## config.mk

```make
export PLATFORM = sky130hd
export DESIGN_NAME = reg_file_8x16_flat
export DESIGN_NICKNAME = d
export VERILOG_FILES = /design/src/rtl/rf_pkg.sv /design/src/rtl/reg_file_8x16_if.sv /design/src/rtl/rf_read_port.sv /design/src/rtl/reg_file_8x16.sv /design/src/flat_wrapper.sv
export SDC_FILE = /design/constraint.sdc
export NUM_CORES = 1
export LEC_CHECK = 0
export ABC_AREA = 1
export CORE_MARGIN = 2
export CORE_UTILIZATION = 45
export DETAILED_ROUTE_END_ITERATION = 6
export PLACE_DENSITY = 0.68
export SLEW_MARGIN = 20
export SYNTH_ARGS = -nofsm -noshare
export SYNTH_HDL_FRONTEND = slang
export SYNTH_SLANG_ARGS = --single-unit
```

## constraint.sdc

```tcl
create_clock -name CLK -period 1.4 [get_ports CLK]
set_input_delay 0.35 -clock CLK [delete_from_list [all_inputs] [get_ports CLK]]
set_output_delay 0.35 -clock CLK [all_outputs]
set_load 0.02 [all_outputs]
```

## src/rtl/rf_pkg.sv

```systemverilog
// ----------------------------------------------------------------------------
// rf_pkg
// Constants for the 8x16 register file. The operand-select and writeback
// stages use the same constants.
//   RF_WIDTH    : register data width
//   RF_ADDR_W   : register index width
//   RF_NUM_REGS : number of architectural registers
//   rf_onehot() : index to one-hot decode, used for the write and reserve decode
// ----------------------------------------------------------------------------
package rf_pkg;

   localparam int RF_WIDTH    = 16;
   localparam int RF_ADDR_W   = 3;
   localparam int RF_NUM_REGS = 8;

   function automatic logic [RF_NUM_REGS-1:0] rf_onehot(input logic [RF_ADDR_W-1:0] sel);
      return RF_NUM_REGS'(1) << sel;
   endfunction

endpackage

```

## src/rtl/reg_file_8x16_if.sv

```systemverilog
// ----------------------------------------------------------------------------
// reg_file_8x16_if
// Interface for the register file: two read ports, the writeback port and
// the issue/reserve handshake.
//   RA_SEL/RB_SEL     : read indices              (master -> slave)
//   RA_DATA/RB_DATA   : read data                 (slave -> master)
//   RA_READY/RB_READY : selected register free    (slave -> master)
//   WR_EN/WR_SEL/WR_DATA : writeback              (master -> slave)
//   ISSUE_EN/ISSUE_SEL   : reserve request        (master -> slave)
//   ISSUE_ACK            : reservation accepted   (slave -> master)
// Modports: master (issue/writeback side), slave (register file).
// ----------------------------------------------------------------------------
interface reg_file_8x16_if
   import rf_pkg::*;
#(
   parameter int WIDTH = RF_WIDTH
);
   logic [RF_ADDR_W-1:0] RA_SEL;
   logic [RF_ADDR_W-1:0] RB_SEL;
   logic [WIDTH-1:0]     RA_DATA;
   logic [WIDTH-1:0]     RB_DATA;
   logic                 RA_READY;
   logic                 RB_READY;
   logic                 WR_EN;
   logic [RF_ADDR_W-1:0] WR_SEL;
   logic [WIDTH-1:0]     WR_DATA;
   logic                 ISSUE_EN;
   logic [RF_ADDR_W-1:0] ISSUE_SEL;
   logic                 ISSUE_ACK;

   modport master (
      output RA_SEL, RB_SEL, WR_EN, WR_SEL, WR_DATA, ISSUE_EN, ISSUE_SEL,
      input  RA_DATA, RB_DATA, RA_READY, RB_READY, ISSUE_ACK
   );

   modport slave (
      input  RA_SEL, RB_SEL, WR_EN, WR_SEL, WR_DATA, ISSUE_EN, ISSUE_SEL,
      output RA_DATA, RB_DATA, RA_READY, RB_READY, ISSUE_ACK
   );
endinterface

```

## src/rtl/rf_read_port.sv

```systemverilog
// ----------------------------------------------------------------------------
// rf_read_port
// One combinational read port. An 8:1 mux (MUX_16_8) uses S0..S2 = i_sel[0..2]
// and selects the register value. The port also selects the ready flag from
// the pending vector. When RF_BYPASS_EN is defined, a same-cycle write to the
// selected register is forwarded to the output. When RF_BYPASS_EN is not
// defined, the writeback inputs are not used.
//   i_regs    : register contents
//   i_pend    : per-register pending flags
//   i_sel     : register index
//   i_wr_*    : writeback port (used only for the bypass)
//   o_data    : read data
//   o_ready   : selected register is not pending
// ----------------------------------------------------------------------------
module rf_read_port
   import rf_pkg::*;
#(
   parameter int WIDTH    = RF_WIDTH,
   parameter bit ZERO_REG = 1'b1
) (
   input  logic [WIDTH-1:0]       i_regs [RF_NUM_REGS],
   input  logic [RF_NUM_REGS-1:0] i_pend,
   input  logic [RF_ADDR_W-1:0]   i_sel,
   input  logic                   i_wr_en,
   input  logic [RF_ADDR_W-1:0]   i_wr_sel,
   input  logic [WIDTH-1:0]       i_wr_data,
   output logic [WIDTH-1:0]       o_data,
   output logic                   o_ready
);
   // Binary mux tree: S0 picks within pairs, S1 within quads, S2 picks the half.
   logic [WIDTH-1:0] w_lvl1 [4];
   logic [WIDTH-1:0] w_lvl2 [2];
   logic [WIDTH-1:0] w_mux;

   generate
      for (genvar gi = 0; gi < 4; gi++) begin : g_lvl1
         assign w_lvl1[gi] = i_sel[0] ? i_regs[2*gi+1] : i_regs[2*gi];
      end
      for (genvar gi = 0; gi < 2; gi++) begin : g_lvl2
         assign w_lvl2[gi] = i_sel[1] ? w_lvl1[2*gi+1] : w_lvl1[2*gi];
      end
   endgenerate

   assign w_mux = i_sel[2] ? w_lvl2[1] : w_lvl2[0];

   logic w_is_zero;
   logic w_hit;
   assign w_is_zero = ZERO_REG && (i_sel == '0);

`ifdef RF_BYPASS_EN
   assign w_hit = i_wr_en && (i_wr_sel == i_sel) && !w_is_zero;
`else
   assign w_hit = 1'b0;
   logic w_unused_wr;
   assign w_unused_wr = &{1'b0, i_wr_en, i_wr_sel, i_wr_data};
`endif

   always_comb begin
      o_data  = w_mux;
      o_ready = ~i_pend[i_sel];
      if (w_hit) begin
         o_data  = i_wr_data;
         o_ready = 1'b1;
      end
      if (w_is_zero) begin
         o_data  = '0;
         o_ready = 1'b1;
      end
   end
endmodule

```

## src/rtl/reg_file_8x16.sv

```systemverilog
// ----------------------------------------------------------------------------
// reg_file_8x16
// This module is an 8-entry general-purpose register file. It has two
// combinational read ports, one synchronous writeback port and a pending
// scoreboard. Each register has one pending flag. Issue logic sets the flag
// to reserve a register. A writeback to that register clears the flag.
//   CLK : rising-edge clock
//   RST : synchronous, active-high reset. It clears all registers and all
//         pending flags.
//   bus : reg_file_8x16_if.slave. It carries the read ports, the writeback
//         port and the issue handshake.
// Parameters: WIDTH (data width), ZERO_REG (R0 is hard-wired to zero).
// Optional build macro: RF_BYPASS_EN. It forwards a same-cycle writeback to
// the read ports.
// ----------------------------------------------------------------------------
module reg_file_8x16
   import rf_pkg::*;
#(
   parameter int WIDTH    = RF_WIDTH,
   parameter bit ZERO_REG = 1'b1
) (
   input logic             CLK,
   input logic             RST,
   reg_file_8x16_if.slave  bus
);
   logic [WIDTH-1:0]       r_regs [RF_NUM_REGS];
   logic [RF_NUM_REGS-1:0] r_pend;

   logic                   w_wr_ok;
   logic                   w_ack;
   logic                   w_set_ok;
   logic [RF_NUM_REGS-1:0] w_wr_dec;
   logic [RF_NUM_REGS-1:0] w_set_dec;

   // With ZERO_REG set, R0 is never written and never reserved. An issue to
   // R0 still gets an ACK, because its pending flag is always 0.
   assign w_wr_ok  = bus.WR_EN && !(ZERO_REG && (bus.WR_SEL == '0));
   assign w_ack    = bus.ISSUE_EN &&
                     (!r_pend[bus.ISSUE_SEL] || (bus.WR_EN && (bus.WR_SEL == bus.ISSUE_SEL)));
   assign w_set_ok = w_ack && !(ZERO_REG && (bus.ISSUE_SEL == '0));

   assign w_wr_dec  = w_wr_ok  ? rf_onehot(bus.WR_SEL)    : '0;
   assign w_set_dec = w_set_ok ? rf_onehot(bus.ISSUE_SEL) : '0;

   assign bus.ISSUE_ACK = w_ack;

   // A reservation takes priority over a same-cycle writeback to the same
   // index. The new producer is still outstanding after the edge.
   generate
      for (genvar gi = 0; gi < RF_NUM_REGS; gi++) begin : g_reg
         always_ff @(posedge CLK) begin
            if (RST) begin
               r_regs[gi] <= '0;
            end else if (w_wr_dec[gi]) begin
               r_regs[gi] <= bus.WR_DATA;
            end
         end
      end
   endgenerate

   always_ff @(posedge CLK) begin
      if (RST) begin
         r_pend <= '0;
      end else begin
         r_pend <= (r_pend & ~w_wr_dec) | w_set_dec;
      end
   end

   rf_read_port #(.WIDTH(WIDTH), .ZERO_REG(ZERO_REG)) u_port_a (
      .i_regs    (r_regs),
      .i_pend    (r_pend),
      .i_sel     (bus.RA_SEL),
      .i_wr_en   (bus.WR_EN),
      .i_wr_sel  (bus.WR_SEL),
      .i_wr_data (bus.WR_DATA),
      .o_data    (bus.RA_DATA),
      .o_ready   (bus.RA_READY)
   );

   rf_read_port #(.WIDTH(WIDTH), .ZERO_REG(ZERO_REG)) u_port_b (
      .i_regs    (r_regs),
      .i_pend    (r_pend),
      .i_sel     (bus.RB_SEL),
      .i_wr_en   (bus.WR_EN),
      .i_wr_sel  (bus.WR_SEL),
      .i_wr_data (bus.WR_DATA),
      .o_data    (bus.RB_DATA),
      .o_ready   (bus.RB_READY)
   );
endmodule

```

## src/flat_wrapper.sv

```systemverilog
// flat-port wrapper written by rule: the top's interface ports become plain ports
module reg_file_8x16_flat import rf_pkg::*;
#(
   parameter int WIDTH    = RF_WIDTH,
   parameter bit ZERO_REG = 1'b1
)
  (CLK, RST, bus_RA_SEL, bus_RB_SEL, bus_WR_EN, bus_WR_SEL, bus_WR_DATA, bus_ISSUE_EN, bus_ISSUE_SEL, bus_RA_DATA, bus_RB_DATA, bus_RA_READY, bus_RB_READY, bus_ISSUE_ACK);
  reg_file_8x16_if #(.WIDTH(WIDTH)) bus_i ();
  input logic CLK;
  input logic RST;
  input wire logic [$bits(bus_i.RA_SEL)-1:0] bus_RA_SEL;
  input wire logic [$bits(bus_i.RB_SEL)-1:0] bus_RB_SEL;
  input wire logic [$bits(bus_i.WR_EN)-1:0] bus_WR_EN;
  input wire logic [$bits(bus_i.WR_SEL)-1:0] bus_WR_SEL;
  input wire logic [$bits(bus_i.WR_DATA)-1:0] bus_WR_DATA;
  input wire logic [$bits(bus_i.ISSUE_EN)-1:0] bus_ISSUE_EN;
  input wire logic [$bits(bus_i.ISSUE_SEL)-1:0] bus_ISSUE_SEL;
  output wire logic [$bits(bus_i.RA_DATA)-1:0] bus_RA_DATA;
  output wire logic [$bits(bus_i.RB_DATA)-1:0] bus_RB_DATA;
  output wire logic [$bits(bus_i.RA_READY)-1:0] bus_RA_READY;
  output wire logic [$bits(bus_i.RB_READY)-1:0] bus_RB_READY;
  output wire logic [$bits(bus_i.ISSUE_ACK)-1:0] bus_ISSUE_ACK;
  assign bus_i.RA_SEL = bus_RA_SEL;
  assign bus_i.RB_SEL = bus_RB_SEL;
  assign bus_i.WR_EN = bus_WR_EN;
  assign bus_i.WR_SEL = bus_WR_SEL;
  assign bus_i.WR_DATA = bus_WR_DATA;
  assign bus_i.ISSUE_EN = bus_ISSUE_EN;
  assign bus_i.ISSUE_SEL = bus_ISSUE_SEL;
  assign bus_RA_DATA = bus_i.RA_DATA;
  assign bus_RB_DATA = bus_i.RB_DATA;
  assign bus_RA_READY = bus_i.RA_READY;
  assign bus_RB_READY = bus_i.RB_READY;
  assign bus_ISSUE_ACK = bus_i.ISSUE_ACK;
  reg_file_8x16 #(.WIDTH(WIDTH), .ZERO_REG(ZERO_REG)) u_core (.CLK(CLK), .RST(RST), .bus(bus_i));
endmodule
```

==> impl_metrics.json <==
{
  "status": "complete, but fails checks",
  "violations": "negative setup slack",
  "htree_levels": 4,
  "grt_overflow_total": 0,
  "cap_violations": 0,
  "layout_setup_ws_ns": -0.596,
  "holdPathStages": 2,
  "synthArstFlopShare_pct": 0,
  "fin_nets": 1262,
  "path_max_fanout": 3,
  "intPower_mw": 8.38,
  "period_share_pct": 143,
  "maxSlewHeadroom_pct": 74.6,
  "cellLeakagePower_nw": 4.13,
  "tns_ns": -15.45,
  "rsz0062_at_grt": "yes",
  "r2r-end": "u_core.r_pend[7]",
  "area_delta_synth_final_pct": 51.5,
  "clock-sinks": 136,
  "crit_type": "flop to output port",
  "worst_clock_skew_ns": 0.00680,
  "cpLargestDelayFamily": "compound AO/OA/AOI/OAI gates",
  "power.total_mw": 11.5,
  "syn_inst": 1060,
  "dp_slack_ns": -1.03,
  "place.gp.congestion": 0.899,
  "routed_wl_mm": 26.5,
  "grt_pass1_wl_mm": 40.7,
  "path_depth": 7,
  "vdd.ir_drop.worst_uv": 812,
  "crit_slowest_cell": "dfxtp_2",
  "power_frac_clock_pct": 45.1,
  "finalInstanceArea_um2": 10900,
  "io_pins": 67,
  "synth_area_per_cell_um2": 6.78,
  "rows": 46,
  "p_sw_share_pct": 27.1,
  "ys_ff_latch": 136,
  "num-fill-cells": 1288,
  "fp.dieH_um": 130,
  "crit_chain": "inv_2 -> a21oi_2 -> o21ai_2 -> o21ai_1 -> o21ai_2 -> a31oi_2 -> buf_4",
  "grt_pass1_vias": 7590,
  "drt_iter0_markers": 1027,
  "cts_buffers": 17,
  "synth_top_area_share_pct": 37.9,
  "critPathLaunchType": "flop",
  "cts_hold_buf": 0,
  "cp_common_cell": "o21ai_2",
  "cpPeakStageDelay_ns": 0.34,
  "synth.most_common_cell": "nand2_1",
  "seq_area_frac_synth_pct": 37.9,
  "arrival_ns": 1.65,
  "r2r_cells": 8,
  "crit_buf_inv": 2,
  "min_period_ns": 2.00,
  "comb_power_share_pct": 19.8,
  "r2r_slack_ns": 0.20,
  "hold_end": "u_core.r_regs[59]",
  "clock_path_buffers": 2,
  "r2r-start": "u_core.r_pend[7]",
  "root_buffer": "clkbuf_16",
  "via_per_inst": 5.68,
  "syn_nets": 1092,
  "cts_tree": "done",
  "path_clk_slew_ns": 0.07,
  "routedWlPerCell_um": 18.2,
  "initial_core_util_pct": 45.6,
  "switchingPower_mw": 3.11,
  "crit_required_ns": 1.05,
  "holdCritStartpoint": "RST",
  "ant_nets": 0,
  "post_synth_most_frequent_cells": "197 x nand2_1, 145 x o21ai_0, 140 x a21oi_1",
  "antenna_found_initial": 0,
  "synthFlopType": "dfxtp_1",
  "io_buffers": 66,
  "yosysUniqueCellTypes": 26,
  "power_density_nw_per_um2": 1050,
  "yosysWarnings": 0,
  "hold_viol": 0,
  "dr_total_vias": 8291,
  "power_frac_seq_pct": 35.0,
  "yosysTopAreaCell": "dfxtp_1",
  "place_area_um2": 9550,
  "die_w_um": 130,
  "insertion_delay_ns": 0.43,
  "min_path_type": "input pin to flop",
  "finalMaxSlewViolations": 0,
  "setup_viol_count_final": 35,
  "holdWs_ns": 0.319,
  "grt_max_degree": 43,
  "dp_hpwl_mm": 16.4,
  "worstMarginPinSlew_ns": 0.380,
  "fp.dieArea_um2": 17000,
  "drive_above_1_share_pct": 36.8,
  "syn-cell-area_um2": 7190,
  "core_area_um2": 15800,
  "synth-edff-count": 0,
  "antenna_cells": 0,
  "track_usage_pct": 30.9,
  "firstDrtPassIters": 6,
  "fmax_mhz": 501,
  "drc": 0,
  "endpoint_kind": "output port",
  "synthTopCellsByArea": "dfxtp_1 38%, nand2_1 10%, o21ai_0 10%"
}
[worst register-to-register path, cell delays in order, from the launching register on]
cell	delay (ns)
dfxtp_4	0.36
nand2_2	0.06
nand2_1	0.06
nand2_1	0.08
nand3_2	0.08
nand3_2	0.09
buf_4	0.14
nand4_1	0.09
a21oi_1	0.16
[power by group through the flow]
| stage | Clock, mW | Combinational (mW) | Sequential (mW) |
|---|---|---|---|
| finish | 5.18 | 2.28 | 4.03 |
| global route | 5.35 | 2.41 | 4.03 |
| CTS | 5.17 | 2.17 | 4.02 |
| detailed placement | 0 | 2.01 | 4.09 |
| global placement | 0 | 2.00 | 4.09 |
| floorplan | 0 | 1.15 | 4.08 |
[registers in the layout (all words and copies together) (netlist names)]
name / flops
u_core.r_pend: 8
u_core.r_regs: 128
[layout by cell type, fill, tap and decap left out, drive strengths merged, types with 32 or more instances in the layout]
| master | synthesis | final |
|---|---|---|
| a211oi | 48 | 48 |
| a21oi | 140 | 140 |
| a31oi | 32 | 32 |
| buf | 51 | 205 |
| dfxtp | 136 | 136 |
| inv | 89 | 91 |
| nand2 | 198 | 198 |
| nor2 | 115 | 115 |
| o211ai | 36 | 36 |
| o21ai | 168 | 168 |
[worst max-delay path by stage]
stage / startpoint / to / slack [ns]
6_report: u_core.r_regs[35] / bus_RA_DATA[3] / -0.60
5_1_grt: u_core.r_regs[35] / bus_RA_DATA[3] / -0.65
4_1_cts: u_core.r_regs[38] / bus_RA_DATA[6] / -0.52
3_5_place_dp: bus_RA_SEL[2] / bus_RA_DATA[5] / -1.03
3_3_place_gp: bus_RA_SEL[2] / bus_RA_DATA[7] / -1.07
2_1_floorplan: bus_RA_SEL[1] / bus_RA_DATA[5] / -0.16
[per-stage QoR]
step	utilization, %	cells
floorplan	-	1060
global placement	60.5	1404
detailed placement	60.5	1404
CTS	67.9	1456
global route	69.1	1459
finish	69.1	1459
[final cells by class]
type | count | area, um2 | share of cell area, %
clock buffers | 21 | 450 | 4.14
clock inverters | 11 | 218 | 2.00
inverters | 89 | 339 | 3.11
multi-input cells | 750 | 4330 | 39.8
flip-flops and latches | 136 | 2770 | 25.4
well taps | 216 | 270 | 2.48
repair buffers | 236 | 2510 | 23.1
[kinds of logic after synthesis]
family | synth area share (%)
AND/OR/NAND/NOR | 18.1
AO/OA/AOI/OAI | 33.2
flip-flops | 37.9
buffers and inverters | 10.8
[timing repair]
action / in CTS / in global routing
gates cloned: 6 / 1
setup buffers: 16 / 2
pin swaps: 58 / 25
endpoints found under the setup margin: 97 / 35
gates resized for setup: 299 / 54
endpoints found under the hold margin: 0 / 0
[layer usage]
| metal | global-route usage (%) | vias up | share of wire (%) |
|---|---|---|---|
| met5 | 0 | - | 0 |
| met4 | 11.6 | 0 | 3.7 |
| met3 | 6.07 | 85 | 8.1 |
| met2 | 47.2 | 386 | 44 |
| met1 | 43.4 | 3852 | 44 |
| li1 | - | 3968 | - |
(Power assumes the default switching activity.)
